==> src/rtl/muldiv_sequencer_if.sv <==
// EX-stage handshake between the pipeline and the iterative mul/div sequencer.
interface muldiv_sequencer_if #(parameter int XLEN = 32);
  logic            start_EX;
  logic [1:0]      op_EX;
  logic [XLEN-1:0] operandA_EX;
  logic [XLEN-1:0] operandB_EX;
  logic            flush_EX;
  logic            stall_MD;
  logic [XLEN-1:0] result_EX;
  logic            resultValid_EX;
  logic            busy;

  modport master (
    output start_EX, op_EX, operandA_EX, operandB_EX, flush_EX,
    input  stall_MD, result_EX, resultValid_EX, busy
  );
  modport slave (
    input  start_EX, op_EX, operandA_EX, operandB_EX, flush_EX,
    output stall_MD, result_EX, resultValid_EX, busy
  );
endinterface

==> src/rtl/muldiv_sequencer.sv <==
// Iterative unsigned MUL/MULHU/DIVU/REMU: shift-add multiplier and restoring
// divider sharing one {acc, lo} register pair, one iteration per cycle.
module muldiv_sequencer #(
  parameter int XLEN = 32
) (
  input  logic               clk,
  input  logic               rst_n,
  muldiv_sequencer_if.slave  md
);
  localparam int CW = $clog2(XLEN) + 1;

  typedef enum logic [1:0] {IDLE, BUSY, DONE} state_t;

  state_t          state_q, state_d;
  logic [CW-1:0]   cnt_q, cnt_d;
  logic [1:0]      op_q, op_d;
  logic [XLEN:0]   acc_q, acc_d;   // mul: high word; div: remainder
  logic [XLEN-1:0] lo_q, lo_d;     // mul: low word; div: quotient
  logic [XLEN-1:0] opnd_q, opnd_d; // mul: multiplicand; div: divisor
  logic [XLEN-1:0] res_q, res_d;

  logic [XLEN:0]   sum, rem_s, trial, acc_it;
  logic [XLEN-1:0] lo_it;

  always_comb begin
    sum   = acc_q + (lo_q[0] ? {1'b0, opnd_q} : '0);
    rem_s = {acc_q[XLEN-1:0], lo_q[XLEN-1]};
    trial = rem_s - {1'b0, opnd_q};
    if (!op_q[1]) begin
      acc_it = {1'b0, sum[XLEN:1]};
      lo_it  = {sum[0], lo_q[XLEN-1:1]};
    end else if (!trial[XLEN]) begin
      acc_it = trial;
      lo_it  = {lo_q[XLEN-2:0], 1'b1};
    end else begin
      acc_it = rem_s;
      lo_it  = {lo_q[XLEN-2:0], 1'b0};
    end
  end

  always_comb begin
    state_d = state_q;
    cnt_d   = cnt_q;
    op_d    = op_q;
    acc_d   = acc_q;
    lo_d    = lo_q;
    opnd_d  = opnd_q;
    res_d   = res_q;
    case (state_q)
      IDLE: if (md.start_EX && !md.flush_EX) begin
        op_d    = md.op_EX;
        opnd_d  = md.op_EX[1] ? md.operandB_EX : md.operandA_EX;
        lo_d    = md.op_EX[1] ? md.operandA_EX : md.operandB_EX;
        acc_d   = '0;
        cnt_d   = CW'(XLEN);
        state_d = BUSY;
      end
      BUSY: begin
        acc_d = acc_it;
        lo_d  = lo_it;
        cnt_d = cnt_q - 1'b1;
        if (cnt_q == CW'(1)) begin
          state_d = DONE;
          // op[0] picks the high word / remainder half
          if (!md.flush_EX) res_d = op_q[0] ? acc_it[XLEN-1:0] : lo_it;
        end
      end
      DONE:    state_d = IDLE;
      default: state_d = IDLE;
    endcase
    if (md.flush_EX) state_d = IDLE;
  end

  always_ff @(posedge clk or negedge rst_n) begin
    if (!rst_n) begin
      state_q <= IDLE;
      cnt_q   <= '0;
      op_q    <= '0;
      acc_q   <= '0;
      lo_q    <= '0;
      opnd_q  <= '0;
      res_q   <= '0;
    end else begin
      state_q <= state_d;
      cnt_q   <= cnt_d;
      op_q    <= op_d;
      acc_q   <= acc_d;
      lo_q    <= lo_d;
      opnd_q  <= opnd_d;
      res_q   <= res_d;
    end
  end

  // Stall is gated by reset so an aborted op never holds the pipe.
  assign md.stall_MD = rst_n && !md.flush_EX &&
                       (((state_q == IDLE) && md.start_EX) || (state_q == BUSY));
  assign md.resultValid_EX = (state_q == DONE) && !md.flush_EX;
  assign md.result_EX      = res_q;
  assign md.busy           = (state_q != IDLE);
endmodule

==> src/flat_wrapper.sv <==
// flat-port wrapper written by rule: the top's interface ports become plain ports
module muldiv_sequencer_flat 
#(
  parameter int XLEN = 32
)
  (clk, rst_n, md_start_EX, md_op_EX, md_operandA_EX, md_operandB_EX, md_flush_EX, md_stall_MD, md_result_EX, md_resultValid_EX, md_busy);
  muldiv_sequencer_if #(.XLEN(XLEN)) md_i ();
  input  logic clk;
  input  logic rst_n;
  input wire logic [$bits(md_i.start_EX)-1:0] md_start_EX;
  input wire logic [$bits(md_i.op_EX)-1:0] md_op_EX;
  input wire logic [$bits(md_i.operandA_EX)-1:0] md_operandA_EX;
  input wire logic [$bits(md_i.operandB_EX)-1:0] md_operandB_EX;
  input wire logic [$bits(md_i.flush_EX)-1:0] md_flush_EX;
  output wire logic [$bits(md_i.stall_MD)-1:0] md_stall_MD;
  output wire logic [$bits(md_i.result_EX)-1:0] md_result_EX;
  output wire logic [$bits(md_i.resultValid_EX)-1:0] md_resultValid_EX;
  output wire logic [$bits(md_i.busy)-1:0] md_busy;
  assign md_i.start_EX = md_start_EX;
  assign md_i.op_EX = md_op_EX;
  assign md_i.operandA_EX = md_operandA_EX;
  assign md_i.operandB_EX = md_operandB_EX;
  assign md_i.flush_EX = md_flush_EX;
  assign md_stall_MD = md_i.stall_MD;
  assign md_result_EX = md_i.result_EX;
  assign md_resultValid_EX = md_i.resultValid_EX;
  assign md_busy = md_i.busy;
  muldiv_sequencer #(.XLEN(XLEN)) u_core (.clk(clk), .rst_n(rst_n), .md(md_i));
endmodule
==> config.mk <==
export PLATFORM = sky130hd
export DESIGN_NAME = muldiv_sequencer_flat
export DESIGN_NICKNAME = d
export VERILOG_FILES = /design/src/rtl/muldiv_sequencer_if.sv /design/src/rtl/muldiv_sequencer.sv /design/src/flat_wrapper.sv
export SDC_FILE = /design/constraint.sdc
export NUM_CORES = 1
export LEC_CHECK = 0
export ABC_CLOCK_PERIOD_IN_PS = 7290
export CAP_MARGIN = 0
export CORE_MARGIN = 2
export CORE_UTILIZATION = 40
export DETAILED_ROUTE_END_ITERATION = 12
export GPL_ROUTABILITY_DRIVEN = 0
export PLACE_DENSITY = 0.66
export SYNTH_ARGS = -nofsm -noshare
export SYNTH_HDL_FRONTEND = slang
export SYNTH_SLANG_ARGS = --single-unit
==> constraint.sdc <==
create_clock -name clk -period 7.29 [get_ports clk]
set_clock_uncertainty 0.2 [all_clocks]
set_input_delay 2.187 -clock clk [delete_from_list [all_inputs] [get_ports clk]]
set_output_delay 2.187 -clock clk [all_outputs]
set_load 0.005 [all_outputs]
# ---- Yosys cells after proc, flatten, opt, wreduce, memory -nomap -nowiden
# Index checks and enable logic that the tools add are counted.
dict set report word_totals {
  regBits 139
  elab_cells 49
  out_inout_bits 35
  inputBits 70
}
dict set report op_classes {
  reduce_logical 14
  n_addsub 3
  bitwise 1
  n_mux 18
  n_eq_ne 6
}
# operator n
set ops {}
lappend ops {{32-bit two-way mux} 6}
lappend ops {{33-bit two-way mux} 3}
lappend ops {{33-bit case mux with 2 select lines} 1}
lappend ops {{32-bit case mux with 2 select lines} 1}
lappend ops {{33-bit adder} 1}
lappend ops {{33-bit by 32-bit subtractor with 33-bit output} 1}
lappend ops {{6-bit case mux with 2 select lines} 1}
lappend ops {{6-bit by 1-bit == test with 1-bit output (second input constant)} 1}
lappend ops {{2-bit two-way mux} 3}
lappend ops {{6-bit two-way mux} 1}
lappend ops {{3-bit by 2-bit != test with 1-bit output (second input constant)} 2}
lappend ops {{2-bit AND reduction} 3}
lappend ops {{6-bit by 1-bit subtractor with 6-bit output (second input constant)} 1}
lappend ops {{1-bit logical AND} 5}
lappend ops {{2-bit case mux with 2 select lines} 1}
lappend ops {{2-bit nonzero test} 2}
lappend ops {{3-bit AND reduction} 1}
lappend ops {{2-bit by 1-bit == test with 1-bit output (second input constant)} 1}
lappend ops {{2-bit == test (second input constant)} 1}
lappend ops {{2-bit zero test} 1}
lappend ops {{2-bit by 1-bit != test with 1-bit output (second input constant)} 1}
lappend ops {{1-bit zero test} 1}
lappend ops {{1-bit logical OR} 1}
lappend ops {{1-bit two-way mux} 1}
lappend ops {{1-bit inverter} 1}

# ---- Longest topological paths before layout
# Gate-level depths: netlist (run 1).
dict set report depth {
  ltp_word 5
  ltp_mapped 19
  ltp_nobuf 18
}

# ---- Least setup slack after synthesis (run 1)
# OpenSTA, ideal clock, no wires.
dict set report synth_timing {
  kind {input-to-output}
  startpoint {input port md_flush_EX}
  endpoint {output port md_stall_MD}
  path_buffers 0
  required_time_ns 4.903
  stages 1
  arrival_time_ns 2.510
  setup_slack_ns 2.393
  cell_sequence {nor4b_1}
}
dict set report synth_via {
  elab_chain_cells 3
}
# element line
set synth_lines {}
lappend synth_lines {{start: declaration} flat_wrapper.sv:14} ;# input wire logic [$bits(md_i.flush_EX)-1:0] md_flush_EX;
lappend synth_lines {{1-bit zero test} muldiv_sequencer.sv:95} ;# assign md.stall_MD = rst_n && !md.flush_EX &&
lappend synth_lines {{1-bit logical AND (2 in a row)} muldiv_sequencer.sv:95}
lappend synth_lines {{end: declaration} flat_wrapper.sv:15} ;# output wire logic [$bits(md_i.stall_MD)-1:0] md_stall_MD;
# Every way passes these cells.

# ---- Worst setup path in the final report (run 1)
# Ends and elaborated chain as after synthesis.

==> flow_metrics.tcl, run 1 <==
set metrics [dict create \
    num_vias 10405 \
    dp_cells 1723 \
    start_kind "input port" \
    cts_tree "done" \
    numCtsBuffers 17 \
    syn_area_um2 11100 \
    cts_setup_buffers 0 \
    async_flop_share_pct 100 \
    drt_pass1_iterations 10 \
    cts_root_buffer "clkbuf_16" \
    clock_path_buffers 2 \
    synth_cell_types 71 \
    vdd_ir_drop_max_mv 0.246 \
    rsz0062_at_grt "false" \
    crit_type "input port to primary output" \
    max_clock_freq_ghz 0.170 \
    grt_antenna_before_repair 0 \
    post-place-ws_ns 1.39 \
    synth.net_count 1450 \
    final_cell_mix "147 x nand2_1, 138 x dfrtp_1, 115 x mux2i_1, 111 x o21ai_0, 102 x clkdlybuf4s50_1" \
    fin_cells 1755 \
    hold_class "flip-flop to flip-flop" \
    outcome "finished clean" \
    cts_resized 0 \
    ant_nets 0 \
    worst_pin_slew_ns 1.00 \
    drt-wirelength-per-cell_um 19.3 \
    worstPathRequired_ns 4.90 \
    yosysSeqAreaShare_pct 31.4 \
    dieArea_um2 29000 \
    post-dp-hpwl_mm 24.5 \
    clk-insertion-delay-late_ns 0.43 \
    ys_ff_latch 139 \
    grtUsageTotal_pct 23.4 \
    totalWireLength_mm 33.9 \
    grt_overflow_total 0 \
    p_leak_nw 5.92 \
    powerDensity_nw_per_um2 442 \
    final_util_pct 47.9 \
    coreArea_um2 27100 \
    io_pins 105 \
    worstPathArrival_ns 3.51 \
    ys.warnings.count 0 \
    clk_pin_slew_ns 0.06 \
    path_max_fanout 5 \
    hold_viol 0 \
    max-slew-margin-rel_pct 33.1 \
    min_period_over_period_pct 80.9 \
    grt_pass1_vias 9631 \
    rows 60 \
    start_util_pct 40.9 \
    die_w_um 170 \
    drive_gt1_share_pct 5.86 \
    setup_violations 0 \
    fin_tns_setup_ns 0 \
    num_antenna_cells 0 \
    grt_max_degree 94 \
    min_period_ns 5.90 \
    layout.nets 1509 \
    end_kind "primary output" \
    dpl-instance-area_um2 12400 \
    synth_edf_count 0 \
    drtIter0Drc 780 \
    area_delta_synth_final_pct 17.2 \
    post-route-drc-count 0 \
    worst_slack_ns 1.39 \
    die_y_um 170 \
    ctsHoldBuffers 0 \
    maxCapViolCount 0 \
    via_per_inst 5.93 \
    synth.avg_cell_area_um2 8.45 \
    htreeDepth 4 \
    cts.sinks 139 \
    yosys_most_used_dff "dfrtp_1" \
    grt_pass1_wl_mm 53.3 \
    syn_inst 1311 \
    finalInstanceArea_um2 13000 \
    port_buffers 104 \
    final_common_cell "nand2_1" \
    drv_slew 0 \
]
-- worst paths after layout --
check,from,end,slack (ns),depth (start not counted)
setup / recovery,md_flush_EX,md_stall_MD,1.39,3
hold / removal,u_core.md.result_EX[6],u_core.md.result_EX[6],0.28,1
setup reg to reg,u_core.lo_q[31],u_core.md.result_EX[19],2.01,16
hold reg to reg,u_core.md.result_EX[6],u_core.md.result_EX[6],0.28,1
max in group asynchronous,rst_n,u_core.acc_q[3],3.58,3
min in group asynchronous,rst_n,u_core.opnd_q[25],1.44,1
-- Yosys cell counts (9+ instances only) --
library cell	n	area (um2)
buf_1	9	33.8
a211oi_1	21	158
nand3_1	51	255
clkbuf_1	61	229
xnor2_1	25	219
o31ai_1	9	67.6
a31oi_1	14	87.6
mux2_2	9	101
o221ai_1	32	280
mux2i_1	115	1150
dfrtp_1	139	3480
o21ai_1	9	45.0
nor2b_1	13	81.3
a21oi_1	87	435
xor2_1	20	175
nor2_1	65	244
ha_1	67	838
inv_1	46	173
o21ai_0	111	556
a21o_1	41	308
nor3_1	30	150
o21a_1	10	75.1
nand2_1	147	552
and2_1	42	263
o211ai_1	13	97.6
-- routing by layer --
metal	part of all wire (%)	routed length, um	global-route usage (%)	up-vias
met4	1.0	343	4.65	0
met2	44	14900	35.5	426
met5	0	0	0	-
met1	48	16300	35.4	5016
li1	-	-	-	4933
met3	6.9	2320	3.14	30
-- metrics by stage --
| stage | hold slack [ns] | power (mW) |
|---|---|---|
| detailed placement | 0.267 | 4.78 |
| CTS | 0.289 | 5.68 |
| floorplan | 0.258 | 3.75 |
| finish | 0.283 | 5.73 |
| global placement | 0.263 | 4.72 |
| global route | 0.316 | 6.15 |
-- power breakdown --
group | switching (mW) | internal, mW
registers | 0.336 | 1.07
logic | 2.04 | 1.41
clock network | 0.365 | 0.512
total | 2.74 | 2.99
-- final cells by class --
class / count / area [um2]
clock buffer: 18 / 429
clock inverter: 14 / 163
fill: 2617 / 14100
inverter: 47 / 176
multi-input combinational: 1047 / 7120
sequential: 139 / 3480
tap: 372 / 465
timing repair buffer: 118 / 1140
-- cell families after synthesis --
logic type | count (synthesis) | share of synthesized area [%]
AOI/OAI and AO/OA | 397 | 23.3
xor gates and xnor gates | 45 | 3.56
adders and majority gates | 69 | 7.93
buffers and inverters | 125 | 4.37
DFF | 139 | 31.4
muxes | 125 | 11.5
and+or+nand+nor | 411 | 17.9
-- state kept, by name (all words and copies together) (netlist names) --
register	cells
u_core.cnt_q	6
u_core.lo_q	32
u_core.op_q	2
u_core.md.result_EX	32
u_core.state_q	2
u_core.acc_q	33
u_core.opnd_q	32
-- worst max-delay path: stages --
cell             delay (ns)
clkdlybuf4s50_1        0.48
nor4b_1                0.30
clkdlybuf4s50_1        0.55
(Power assumes the default switching activity.)
==> run 2: changes to the inputs <==
Settings changed: ABC_CLOCK_PERIOD_IN_PS 7290 to 5300, PLACE_DENSITY 0.66 to 0.68.
Clock period 7.29 ns to 5.3 ns, I/O delays scaled along.
==> run 2 against run 1 <==
  * Final area up 0.41%
  * Final cell count grew 0.40%
  * Combinational power is 38% higher
  * Total power grew 39%
  * Routed wire length shrank 0.81%
  * Via count decreased by 1.1%
  * Global-route usage shrank 0.066 points
  * Sequential share of layout area fell by 0.11 points
  * Hold slack lost 0.0028 ns
==> flow_metrics.tcl, run 2 (synthesis results as in run 1) <==
set metrics [dict create \
    powerDensity_nw_per_um2 609 \
    min_period_ns 4.75 \
    crit_family "buffers and inverters" \
    num_vias 10290 \
    drt_pass1_iterations 5 \
    coreArea_um2 27100 \
    crit_path_max_incr_delay_ns 0.57 \
    largest_reg_flops 33 \
    clk-insertion-delay-late_ns 0.43 \
    io_pins 105 \
    max-slew-margin-rel_pct 33.1 \
    worst_pin_slew_ns 1.00 \
    worstPathArrival_ns 2.96 \
    ctsHoldBuffers 0 \
    start_kind "input port" \
    cts_setup_buffers 0 \
    worstHoldPathCells 2 \
    final_cell_mix "147 x nand2_1, 138 x dfrtp_1, 115 x mux2i_1, 111 x o21ai_0, 102 x clkdlybuf4s50_1" \
    post-route-drc-count 0 \
    cts_tree "done" \
    cp_slowest_cell "clkdlybuf4s50_1" \
    post-dp-hpwl_mm 24.9 \
    grt_pass1_vias 9700 \
    via_per_inst 5.84 \
    min_period_over_period_pct 89.6 \
    final_common_cell "nand2_1" \
    die_y_um 170 \
    grt_pass1_wl_mm 53.1 \
    end_kind "primary output" \
    grtUsageTotal_pct 23.3 \
    max_clock_freq_ghz 0.211 \
    rsz0062_at_grt "false" \
    final_util_pct 48.1 \
    drv_slew 0 \
    die_w_um 170 \
    numCtsBuffers 17 \
    r2r_cells 15 \
    ant_nets 0 \
    path_max_fanout 5 \
    area_delta_synth_final_pct 17.7 \
    worstPathCellList "clkdlybuf4s50_1 -> nor4b_1 -> clkdlybuf4s50_1" \
    totalWireLength_mm 33.6 \
    drive_gt1_share_pct 6.33 \
    cts.sinks 139 \
    hold_viol 0 \
    grt_antenna_before_repair 0 \
    hold_class "flip-flop to flip-flop" \
    cts_resized 0 \
    cp_num_buf_inv 2 \
    rows 60 \
    outcome "finished clean" \
    fin_tns_setup_ns 0 \
    cpMostUsedCell "clkdlybuf4s50_1" \
    grt_overflow_total 0 \
    clock_path_buffers 2 \
    num_antenna_cells 0 \
    grt_max_degree 94 \
    drt-wirelength-per-cell_um 19.1 \
    setup_violations 0 \
    cts_root_buffer "clkbuf_16" \
    largest-register "u_core.acc_q" \
    layout.nets 1516 \
    holdWs_ns 0.280 \
    p_leak_nw 5.94 \
    start_util_pct 40.9 \
    htreeDepth 4 \
    maxCapViolCount 0 \
    clk_pin_slew_ns 0.06 \
    drtIter0Drc 875 \
    dieArea_um2 29000 \
    vdd_ir_drop_max_mv 0.269 \
    power.total_mw 7.94 \
    port_buffers 104 \
    crit_type "input port to primary output" \
    cp.depth 3 \
    worstPathRequired_ns 3.51 \
]
==> run 2: through the flow <==
| step | instance area [um2] | instances | worst slack [ns] |
|---|---|---|---|
| 2_1_floorplan | 11100 | 1311 | 1.11 |
| 3_3_place_gp | 12400 | 1730 | 0.610 |
| 3_5_place_dp | 12400 | 1730 | 0.532 |
| 4_1_cts | 13000 | 1762 | 0.542 |
| 5_1_grt | 13000 | 1762 | 0.151 |
| 6_report | 13000 | 1762 | 0.551 |
==> run 2: worst reg2reg max path, stage by stage, from the launching register on <==
cell and delay (ns):
dfrtp_1 0.41, ha_1 0.40, a21o_1 0.22, or3_1 0.34
o211ai_1 0.26, nand3_1 0.22, a2111oi_0 0.41, nor3_1 0.16
a21o_1 0.20, a21o_1 0.17, ha_1 0.34, buf_4 0.27
mux2_2 0.37, a21oi_1 0.19, mux2i_1 0.11, mux2_2 0.28
==> run 2: path summary, 6_finish.rpt <==
check,slack [ns],to,start
worst min register to register,0.28,u_core.md.result_EX[4],u_core.md.result_EX[4]
worst max register to register,0.61,u_core.md.result_EX[10],u_core.acc_q[4]
min in group asynchronous,1.17,u_core.md.result_EX[3],rst_n
max in group asynchronous,2.19,u_core.op_q[1],rst_n
worst min-delay path,0.28,u_core.md.result_EX[4],u_core.md.result_EX[4]
worst max-delay path,0.55,md_stall_MD,md_flush_EX
==> run 2: layout make-up <==
cell class	count	area, um2
Tap cell	372	465
Multi-Input combinational cell	1047	7120
Clock inverter	14	163
Clock buffer	18	429
Fill cell	2593	14100
Timing Repair Buffer	125	1200
Inverter	47	176
Sequential cell	139	3480
==> run 2: per-layer routing <==
metal / vias to the layer above / wire [um] / share of wire [%] / GRT usage [%]
met5: - / 0 / 0 / 0
met4: 0 / 505 / 1.5 / 5.87
met3: 37 / 2250 / 6.7 / 3.63
met2: 393 / 14700 / 44 / 35.5
met1: 4896 / 16200 / 48 / 34.5
li1: 4964 / - / - / -
==> run 2: power by group <==
group	switching (mW)	internal (mW)	total, mW
Sequential	0.487	1.47	1.96
Combinational	2.78	1.99	4.77
Clock	0.510	0.705	1.21
